<file path="config.mk">
export PLATFORM = sky130hd
export DESIGN_NAME = generador_ventanas_filas
export DESIGN_NICKNAME = d
export VERILOG_FILES = /design/src/rtl/pkg_filtros.sv /design/src/rtl/banco_filas.sv /design/src/rtl/generador_ventanas_filas.sv
export SDC_FILE = /design/constraint.sdc
export NUM_CORES = 1
export LEC_CHECK = 0
export ABC_CLOCK_PERIOD_IN_PS = 2900
export CAP_MARGIN = 20
export CORE_ASPECT_RATIO = 0.5
export CORE_MARGIN = 5
export CORE_UTILIZATION = 41
export CTS_CLUSTER_DIAMETER = 120
export CTS_CLUSTER_SIZE = 20
export DETAILED_ROUTE_END_ITERATION = 12
export PLACE_DENSITY = 0.7
export SETUP_SLACK_MARGIN = 0.15
export SYNTH_ARGS = -nofsm -noshare
export SYNTH_HDL_FRONTEND = slang
export SYNTH_SLANG_ARGS = --single-unit
</file>
<file path="constraint.sdc">
create_clock -name clk -period 2.9 [get_ports clk]
set_clock_uncertainty 0.2 [all_clocks]
set_input_delay 0.87 -clock clk [delete_from_list [all_inputs] [get_ports clk]]
set_output_delay 0.87 -clock clk [all_outputs]
set_load 0.005 [all_outputs]
</file>
<file path="src/rtl/pkg_filtros.sv">
// rtl/pkg_filtros.sv - shared constants and state encoding for the filter pipeline
// Purpose: row geometry constants and the window-generator state type, also
//          used by the downstream comparator stages.
// Ports:   none (package).
package pkg_filtros;

  localparam int ANCHO_FILA     = 64;
  localparam int ANCHO_PIXEL    = 8;
  localparam int NUM_FILAS      = 5;
  localparam int NUM_POSICIONES = 4;

  typedef enum logic {
    CARGA   = 1'b0,
    BARRIDO = 1'b1
  } estado_t;

endpackage

</file>
<file path="src/rtl/banco_filas.sv">
// rtl/banco_filas.sv - five-row sliding shift register
// Purpose: holds the last five accepted rows; a load shifts every row up by
//          one and places the new row at the bottom.
// Ports:   clk, reset_n (sync, active-low), carga (shift enable),
//          dato (new row), fila_1 (oldest) .. fila_5 (newest).
module banco_filas
  import pkg_filtros::*;
(
  input  logic                  clk,
  input  logic                  reset_n,
  input  logic                  carga,
  input  logic [ANCHO_FILA-1:0] dato,
  output logic [ANCHO_FILA-1:0] fila_1,
  output logic [ANCHO_FILA-1:0] fila_2,
  output logic [ANCHO_FILA-1:0] fila_3,
  output logic [ANCHO_FILA-1:0] fila_4,
  output logic [ANCHO_FILA-1:0] fila_5
);

  always_ff @(posedge clk) begin
    if (!reset_n) begin
      fila_1 <= '0;
      fila_2 <= '0;
      fila_3 <= '0;
      fila_4 <= '0;
      fila_5 <= '0;
    end else if (carga) begin
      fila_1 <= fila_2;
      fila_2 <= fila_3;
      fila_3 <= fila_4;
      fila_4 <= fila_5;
      fila_5 <= dato;
    end
  end

endmodule

</file>
<file path="src/rtl/generador_ventanas_filas.sv">
// rtl/generador_ventanas_filas.sv - 5-row window generator with horizontal sweep
// Purpose: buffers the last five image rows and, once five are present, holds
//          them while sweeping seleccion 0..3 for the row-max comparator.
// Ports:   clk, reset_n (sync, active-low); datos_entrada/entrada_valida/
//          entrada_lista (row input handshake); fila_1..fila_5, seleccion,
//          ventana_valida, salida_lista (window output handshake);
//          fin_cuadro (one-cycle pulse after the last window of a frame).
module generador_ventanas_filas #(
  parameter int ALTO       = 480,
  parameter int ANCHO_FILA = 64
) (
  input  logic                  clk,
  input  logic                  reset_n,
  input  logic [ANCHO_FILA-1:0] datos_entrada,
  input  logic                  entrada_valida,
  output logic                  entrada_lista,
  output logic [ANCHO_FILA-1:0] fila_1,
  output logic [ANCHO_FILA-1:0] fila_2,
  output logic [ANCHO_FILA-1:0] fila_3,
  output logic [ANCHO_FILA-1:0] fila_4,
  output logic [ANCHO_FILA-1:0] fila_5,
  output logic [1:0]            seleccion,
  output logic                  ventana_valida,
  input  logic                  salida_lista,
  output logic                  fin_cuadro
);

  localparam int ANCHO_CONT = $clog2(ALTO);
  localparam logic [2:0] LLENO = 3'(pkg_filtros::NUM_FILAS);
  localparam logic [1:0] ULTIMA_POS = 2'(pkg_filtros::NUM_POSICIONES - 1);
  localparam logic [ANCHO_CONT-1:0] ULTIMA_FILA = ANCHO_CONT'(ALTO - 1);

  pkg_filtros::estado_t  estado;
  logic [2:0]            llenado;
  logic [ANCHO_CONT-1:0] contador_filas;
  // Remembers that the sweep in progress was triggered by the frame's last row.
  logic                  fin_pendiente;
  logic                  acepta;

  assign entrada_lista = (estado == pkg_filtros::CARGA);
  assign acepta        = entrada_valida && entrada_lista;

  banco_filas u_banco_filas (
    .clk     (clk),
    .reset_n (reset_n),
    .carga   (acepta),
    .dato    (datos_entrada),
    .fila_1  (fila_1),
    .fila_2  (fila_2),
    .fila_3  (fila_3),
    .fila_4  (fila_4),
    .fila_5  (fila_5)
  );

  always_ff @(posedge clk) begin
    if (!reset_n) begin
      estado         <= pkg_filtros::CARGA;
      llenado        <= 3'd0;
      contador_filas <= '0;
      seleccion      <= 2'd0;
      ventana_valida <= 1'b0;
      fin_cuadro     <= 1'b0;
      fin_pendiente  <= 1'b0;
    end else begin
      fin_cuadro <= 1'b0;
      case (estado)
        pkg_filtros::CARGA: begin
          if (acepta) begin
            contador_filas <= contador_filas + ANCHO_CONT'(1);
            if (llenado != LLENO) begin
              llenado <= llenado + 3'd1;
            end
            // This accept brings the buffer to five rows: start a sweep.
            if (llenado >= LLENO - 3'd1) begin
              estado         <= pkg_filtros::BARRIDO;
              ventana_valida <= 1'b1;
              seleccion      <= 2'd0;
              fin_pendiente  <= (contador_filas == ULTIMA_FILA);
            end
          end
        end
        pkg_filtros::BARRIDO: begin
          if (salida_lista) begin
            if (seleccion == ULTIMA_POS) begin
              seleccion      <= 2'd0;
              ventana_valida <= 1'b0;
              estado         <= pkg_filtros::CARGA;
              if (fin_pendiente) begin
                // Rows stay in the bank; llenado restarting keeps them unflagged.
                llenado        <= 3'd0;
                contador_filas <= '0;
                fin_cuadro     <= 1'b1;
                fin_pendiente  <= 1'b0;
              end
            end else begin
              seleccion <= seleccion + 2'd1;
            end
          end
        end
      endcase
    end
  end

endmodule

</file>
# --- Yosys cells after proc, flatten, opt, wreduce, memory -nomap -nowiden ---
# Cells that the tools add are included.
# W data, S select, Z words.
totals:
  reg_bits: 338
  inputBits: 68
  out_inout_bits: 325
  wordCells: 62
op_classes:
  n_addsub: 3
  n_lt_le_gt_ge: 1
  eq_ne: 9
  muxes: 30
  bitwise_logic: 1
  n_reduce_logical: 6
ops:
  columns: ["operator", "n"]
  rows:
  - ["$mux W9", 4]
  - ["$pmux W9 S2", 1]
  - ["$mux W3", 5]
  - ["$reduce_and A4 Y1", 3]
  - ["$mux W1", 11]
  - ["$ne A2 B1 Y1 const B", 5]
  - ["$add A9 B1 Y9 const B", 1]
  - ["$eq A9 B9 Y1 const B", 1]
  - ["$mux W2", 4]
  - ["$pmux W1 S2", 3]
  - ["$pmux W3 S2", 1]
  - ["$reduce_and A5 Y1", 1]
  - ["$pmux W2 S2", 1]
  - ["$add A3 B1 Y3 const B", 1]
  - ["$ge A3 B3 Y1 const B", 1]
  - ["$ne A3 B3 Y1 const B", 1]
  - ["$reduce_and A3 Y1", 1]
  - ["$add A2 B1 Y2 const B", 1]
  - ["$eq A2 B2 Y1 const B", 1]
  - ["$ne A2 B2 Y1 const B", 1]
  - ["$logic_and A1 B1 Y1", 1]
  - ["$not A1 Y1", 1]

# --- Logic depth before layout (Yosys ltp) ---
# Gate-level depths: netlist of run 1.
logic_depth:
  word_depth: 4
  depth_mapped: 7
  ltp_nobuf: 6

# --- Modules after synthesis ---
# From an unflattened synthesis of run 1, not the netlist that was laid out.
hier_totals:
  cells_unflattened: 1139
  hier_area_um2: 13419.1
modules_own_cells:
  columns: ["module", "instances", "cells_each", "area_each_um2"]
  rows:
  - ["banco_filas", 1, 1031, 12433.2]
  - ["generador_ventanas_filas", 1, 108, 985.9]

# --- Least setup slack after synthesis of run 1 ---
# Ideal clock, no wire load.
synth_path:
  path_type: "input-to-reg"
  start: "in entrada_valida"
  end: "reg fin_pendiente"
  setup_time_ps: 70
  arrival_time_ps: 1719
  path_slack_ps: 911
  cell_stages: 4
  path_cell_list: "nor2b_4 nand2_1 or4_1 a21boi_1"
synth_via:
  elab_chain_len: 3
synth_lines:
  columns: ["element", "line_no", "rtl"]
  rows:
  - ["from (decl)", "generador_ventanas_filas.sv:15", "input logic entrada_valida,"]
  - ["$logic_and A1 B1 Y1", "generador_ventanas_filas.sv:41", "assign acepta = entrada_valida && entrada_lista;"]
  - ["$ne A2 B1 Y1 (no line)", null, null]
  - ["$reduce_and A4 Y1 (no line)", null, null]
  - ["to (signal assigned)", "generador_ventanas_filas.sv:78", "fin_pendiente <= (contador_filas == ULTIMA_FILA);"]
  - ["to (decl)", "generador_ventanas_filas.sv:37", "logic fin_pendiente;"]
# Every way passes these cells.
# A chain may end at the register's enable or synchronous reset.

# --- Worst setup path in the final report of run 1 ---
layout_path:
  start: "reg u_banco_filas.fila_4[3]"
  end: "out fila_4[3]"
layout_lines:
  columns: ["element", "line_no", "rtl"]
  rows:
  - ["from (decl)", "banco_filas.sv:16", "output logic [ANCHO_FILA-1:0] fila_4,"]
  - ["from (signal assigned)", "banco_filas.sv:31", "fila_4 <= fila_5;"]
  - ["to (decl)", "generador_ventanas_filas.sv:20", "output logic [ANCHO_FILA-1:0] fila_4,"]
# No word-level cell between the ends.

==> impl_metrics.env, run 1 <==
export IMPL_grt_pass1_vias=9953
export IMPL_synth_nets=1557
export IMPL_synthArstFlopShare_pct=0
export IMPL_cp_max_fo=3
export IMPL_cp_required_ps=1830
export IMPL_synth_area_per_cell_um2=8.47
export IMPL_path_buf_inv=1
export IMPL_viasPerCell=4.80
export IMPL_synth_compound_area_share_pct=20.3
export IMPL_htree_levels=1
export IMPL_worstSetupPathType="register to output pin"
export IMPL_synth_area_mux_share_pct=0.0795
export IMPL_die_w_um=258
export IMPL_synth_seq_cells=338
export IMPL_cpPeakStageDelay_ps=610
export IMPL_ys_seq_area_share_pct=53.8
export IMPL_synthXorXnorAreaFrac_pct=0.418
export IMPL_synth_top_family_by_area="simple AND/OR/NAND/NOR gates"
export IMPL_io_pins=393
export IMPL_synthesis_instances=1485
export IMPL_yosysWarnings=0
export IMPL_clk_path_buf_depth=3
export IMPL_gp_congestion=0.846
export IMPL_p_per_area_mw_per_mm2=482
export IMPL_drtPass1Iterations=5
export IMPL_ant_nets=0
export IMPL_grt_ovfl_total=0
export IMPL_die_area_mm2=0.0345
export IMPL_route_detailed_drc=0
export IMPL_die_height_um=134
export IMPL_post_route_min_period_ps=2640
export IMPL_critPathTopFamily="buffers and inverters"
export IMPL_fmax_mhz=379
export IMPL_detailed_place_area_mm2=0.0170
export IMPL_design_area_mm2=0.0176
export IMPL_grt_max_degree=93
export IMPL_post_place_ws_ps=152
export IMPL_grtUsageTotal_pct=20.9
export IMPL_p_leak_nw=6.04
export IMPL_crit_path_end_kind="output pin"
export IMPL_ys_flop_type="dfxtp_1"
export IMPL_cts_tree="built"
export IMPL_nets=1899
export IMPL_synthSimpleGateAreaFrac_pct=20.8
export IMPL_max_slew_margin_pct=63.6
export IMPL_hold_path_class="register to register"
export IMPL_postCtsSetupRepairBufs=0
export IMPL_period_share_pct=91.1
export IMPL_coreArea_mm2=0.0303
export IMPL_root_buffer="clkbuf_16"
export IMPL_arrival_ps=1570
export IMPL_antenna_found_initial=2
export IMPL_layout_commonest_cell="nand2_1"
export IMPL_cts_buffers=20
export IMPL_drv_cap=0
export IMPL_clkSinkCount=338
export IMPL_holdWs_ps=252
export IMPL_syn_to_final_growth_pct=39.5
export IMPL_layout_drive_gt1_share_pct=3.72
export IMPL_wl_per_cell_um=17.1
export IMPL_vias=10700
export IMPL_cp_start_kind="register"
export IMPL_run_status="complete, no violations"
export IMPL_mostFrequentLayoutCells="653 x nand2_1, 391 x clkdlybuf4s50_1, 337 x dfxtp_1"
export IMPL_dp_hpwl_um=28000
export IMPL_ir_worst_vdd_v=0.000426
export IMPL_synth_edf_count=0
export IMPL_clock_latency_ps=520
export IMPL_syn_cell_area_mm2=0.0126
export IMPL_timing_final_ws_setup_ps=258
export IMPL_start_util_pct=41.5
export IMPL_drv_slew=0
export IMPL_cp_cell_sequence="clkdlybuf4s50_1"
export IMPL_grt_pass1_wl_um=58500
export IMPL_synth_adder_area_share_pct=0.398
export IMPL_fp_row_count=45
export IMPL_fin_util_pct=57.9
export IMPL_rsz0062_at_grt="false"
export IMPL_tns_ps=0
export IMPL_drtIter0Drc=674
export IMPL_worst_pin_slew_ps=546
export IMPL_io_buffers=392
export IMPL_crit_slowest_cell="clkdlybuf4s50_1"
export IMPL_clk_pin_slew_ps=80
export IMPL_hold_viol=0
export IMPL_routed_wl_um=38200
export IMPL_synth_cell_types=34
export IMPL_setup_viol=0
[power by group]
group / leakage [nW] / switching, W / internal [W]
Combinational: 3.03 / 0.000388 / 0.000428
Clock: 0.266 / 0.00150 / 0.00132
Sequential: 2.74 / 0.0000916 / 0.00474
Total: 6.04 / 0.00198 / 0.00649
[Yosys cell counts, types with 2 or more instances]
cell type	instances	area [um^2]
nand2_1	653	2450
dfxtp_1	338	6770
a21boi_1	291	2180
buf_2	63	315
clkbuf_1	42	158
a21boi_0	34	255
nand3_1	8	40.0
nor2_1	7	26.3
a21oi_1	4	20.0
ha_1	4	50.1
o2111ai_1	4	35.0
xor2_1	4	35.0
buf_1	3	11.3
inv_1	3	11.3
and2_1	2	12.5
buf_6	2	22.5
nand4_1	2	12.5
nor2b_1	2	12.5
o21ai_0	2	10.0
or3_1	2	12.5
xnor2_1	2	17.5
[routing by layer]
layer / up-vias / GRT usage, % / routed length [um]
met2: 179 / 36.5 / 19000
met3: 60 / 3.03 / 1280
met4: 2 / 5.42 / 1110
met5: - / 0 / 13
li1: 5451 / - / -
met1: 5008 / 27.6 / 16800
[stage by stage]
stage	total power (W)	cells
after global placement	0.00576	2204
after global routing	0.00882	2227
after CTS	0.00858	2226
after detailed placement	0.00577	2204
final	0.00847	2227
after floorplan	0.00529	1485
[kinds of logic after synthesis]
| kind of cell | after synthesis |
|---|---|
| buf+inv | 114 |
| simple gates | 683 |
| flops | 338 |
| xor+xnor | 6 |
| fa+ha+maj | 4 |
| compound gates | 339 |
| mux | 1 |
[state kept, by name, indices dropped and copies added, names as in the netlist, 2 cells and up]
name                  count
llenado                   3
contador_filas            9
seleccion                 2
u_banco_filas.fila_5     64
u_banco_filas.fila_2     64
u_banco_filas.fila_4     64
u_banco_filas.fila_3     64
u_banco_filas.fila_1     64
[cell type report]
cell class	count	area, um^2
fill	2793	12700
sequential	338	6770
multi-input combinational	1033	5300
timing repair buffer	431	4430
clock buffer	22	539
tap	399	499
inverter	3	11.3
antenna	1	2.50
[timing repair]
action,4_1_cts,5_1_grt
endpoints found under the setup margin,1,0
hold buffers,0,0
gates resized for setup,1,0
endpoints found under the hold margin,0,0
[path summary, 6_finish.rpt]
kind	startpoint	to	slack [ps]	cells past startpoint
max	u_banco_filas.fila_4[3]	fila_4[3]	260	1
max reg2reg	seleccion[0]	contador_filas[8]	1050	5
min	u_banco_filas.fila_1[24]	u_banco_filas.fila_1[24]	250	2
min reg2reg	u_banco_filas.fila_1[24]	u_banco_filas.fila_1[24]	250	2
No activity file was read; power rests on OpenSTA's default activity.
==> inputs of run 2 (changes only) <==
--- a/config.mk
+++ b/config.mk
@@ -9,11 +9,11 @@
 export CAP_MARGIN = 20
 export CORE_ASPECT_RATIO = 0.5
 export CORE_MARGIN = 5
-export CORE_UTILIZATION = 41
+export CORE_UTILIZATION = 24
 export CTS_CLUSTER_DIAMETER = 120
 export CTS_CLUSTER_SIZE = 20
 export DETAILED_ROUTE_END_ITERATION = 12
-export PLACE_DENSITY = 0.7
+export PLACE_DENSITY = 0.45
 export SETUP_SLACK_MARGIN = 0.15
 export SYNTH_ARGS = -nofsm -noshare
 export SYNTH_HDL_FRONTEND = slang
==> run 2 against run 1 <==
Net effect:
- combinational power increased by 3.6%
- die area increased by 66%
- first-iteration DRC count shrank 16%
- highest routed layer is now met4
==> impl_metrics.env, run 2 (synthesis gave the netlist of run 1 again) <==
export IMPL_run_status="complete, no violations"
export IMPL_tns_ps=0
export IMPL_wl_per_cell_um=18.2
export IMPL_grt_met3_usage_pct=1.97
export IMPL_cp_cell_sequence="clkdlybuf4s50_1"
export IMPL_worstSetupPathType="register to output pin"
export IMPL_multi_input_area_mm2=0.00530
export IMPL_post_route_min_period_ps=2610
export IMPL_holdPathEnd="u_banco_filas.fila_1[35]"
export IMPL_grt_pass1_vias=10100
export IMPL_gp_congestion=0.776
export IMPL_drv_slew=0
export IMPL_use_met1_pct=18.2
export IMPL_p_leak_nw=6.05
export IMPL_rsz0062_at_grt="false"
export IMPL_critPathTopFamily="buffers and inverters"
export IMPL_cts_buffers=20
export IMPL_placed_cells=2504
export IMPL_io_pins=393
export IMPL_crit_path_end_kind="output pin"
export IMPL_hold_viol=0
export IMPL_r2r_setup_slack_ps=1130
export IMPL_cp_required_ps=1830
export IMPL_fin_cells=2527
export IMPL_io_buffers=392
export IMPL_worst_pin_slew_ps=424
export IMPL_seqCellArea_mm2=0.00677
export IMPL_min_delay_start="u_banco_filas.fila_1[35]"
export IMPL_die_w_um=334
export IMPL_fmax_mhz=384
export IMPL_postCtsSetupRepairBufs=0
export IMPL_clk_path_buf_depth=3
export IMPL_hold_depth=2
export IMPL_clk_pin_slew_ps=80
export IMPL_layout_commonest_cell="nand2_1"
export IMPL_die_height_um=172
export IMPL_p_per_area_mw_per_mm2=480
export IMPL_drtPass1Iterations=4
export IMPL_top_usage_layer="met2"
export IMPL_die_area_mm2=0.0574
export IMPL_met2_usage_pct=28.3
export IMPL_root_buffer="clkbuf_16"
export IMPL_cp_max_fo=3
export IMPL_dp_hpwl_um=33800
export IMPL_fp_row_count=59
export IMPL_routed_wl_um=46000
export IMPL_grtUsageTotal_pct=15.0
export IMPL_route_detailed_drc=0
export IMPL_htree_levels=1
export IMPL_clock_latency_ps=530
export IMPL_period_share_pct=89.9
export IMPL_arrival_ps=1540
export IMPL_start_util_pct=24.2
export IMPL_clkSinkCount=338
export IMPL_grt_ovfl_total=0
export IMPL_mostFrequentLayoutCells="653 x nand2_1, 391 x clkdlybuf4s50_1, 337 x dfxtp_1"
export IMPL_r2r_cells=5
export IMPL_path_buf_inv=1
export IMPL_drv_cap=0
export IMPL_nets=1897
export IMPL_hold_path_class="register to register"
export IMPL_syn_to_final_growth_pct=42.7
export IMPL_grt_max_degree=68
export IMPL_coreArea_mm2=0.0519
export IMPL_setup_viol=0
export IMPL_viasPerCell=4.20
export IMPL_r2r_start="seleccion[0]"
export IMPL_fillers=5434
export IMPL_max_slew_margin_pct=71.7
export IMPL_drtIter0Drc=564
export IMPL_ir_worst_vdd_v=0.000232
export IMPL_vias=10600
export IMPL_antenna_found_initial=1
export IMPL_layout_drive_gt1_share_pct=3.62
export IMPL_rr_endpoint="contador_filas[7]"
export IMPL_cp_start_kind="register"
export IMPL_crit_slowest_cell="clkdlybuf4s50_1"
export IMPL_ant_nets=0
export IMPL_cts_tree="built"
export IMPL_grt_pass1_wl_um=67200
export IMPL_cpPeakStageDelay_ps=620
-- run 2: final cells by class --
| type | instances | area share, % |
|---|---|---|
| clock buffers | 22 | 3.00 |
| well taps | 701 | 4.89 |
| flip-flops and latches | 338 | 37.7 |
| multi-input cells | 1033 | 29.5 |
| diodes | 1 | 0.0139 |
| repair buffers | 429 | 24.8 |
| inverters | 3 | 0.0627 |
-- run 2: report_power, final --
group | total (W) | switching, W | internal, W
sequential | 0.00483 | 0.0000916 | 0.00474
clock | 0.00294 | 0.00162 | 0.00132
combinational | 0.000845 | 0.000414 | 0.000432
total | 0.00861 | 0.00212 | 0.00649
-- run 2: worst max path at each step --
stage                                        start       endpoint  slack (ps)  cells after the start
after floorplan                     entrada_valida  fin_pendiente         910                      4
after global placement              entrada_valida  fin_pendiente         180                      5
after detailed placement            entrada_valida  fin_pendiente         170                      5
after CTS                 u_banco_filas.fila_3[56]     fila_3[56]         240                      1
after global routing                        estado  entrada_lista         230                      2
final                     u_banco_filas.fila_3[59]     fila_3[59]         290                      1
-- run 2: metal layers --
metal / vias up / share of wire (%)
met5: - / 0
met3: 51 / 2.1
met4: 0 / 2.7
met2: 90 / 53
li1: 5450 / -
met1: 5012 / 42
-- run 2: stage by stage --
stage / total power (W) / setup WS (ps) / instance area, um^2 / utilization, % / hold slack (ps)
after global routing: 0.00899 / 228 / 18000 / 34.6 / 273
after detailed placement: 0.00580 / 167 / 17400 / 33.5 / 244
after global placement: 0.00581 / 177 / 17400 / 33.5 / 241
after CTS: 0.00878 / 238 / 18000 / 34.6 / 257
after floorplan: 0.00529 / 911 / 12600 / - / 232
final: 0.00861 / 294 / 18000 / 34.6 / 254
-- run 2: timing repair --
item | 4_1_cts | 5_1_grt
setup endpoints to repair | 1 | 0
resized for setup | 1 | 0
hold buffers | 0 | 0
==> inputs of run 3 (changes only) <==
--- a/config.mk
+++ b/config.mk
@@ -13,6 +13,7 @@
 export CTS_CLUSTER_DIAMETER = 120
 export CTS_CLUSTER_SIZE = 20
 export DETAILED_ROUTE_END_ITERATION = 12
+export HOLD_SLACK_MARGIN = 0.06
 export PLACE_DENSITY = 0.45
 export SETUP_SLACK_MARGIN = 0.15
 export SYNTH_ARGS = -nofsm -noshare
==> results of run 3 <==
Final layout, timing and power as in run 2 (identical DEF).
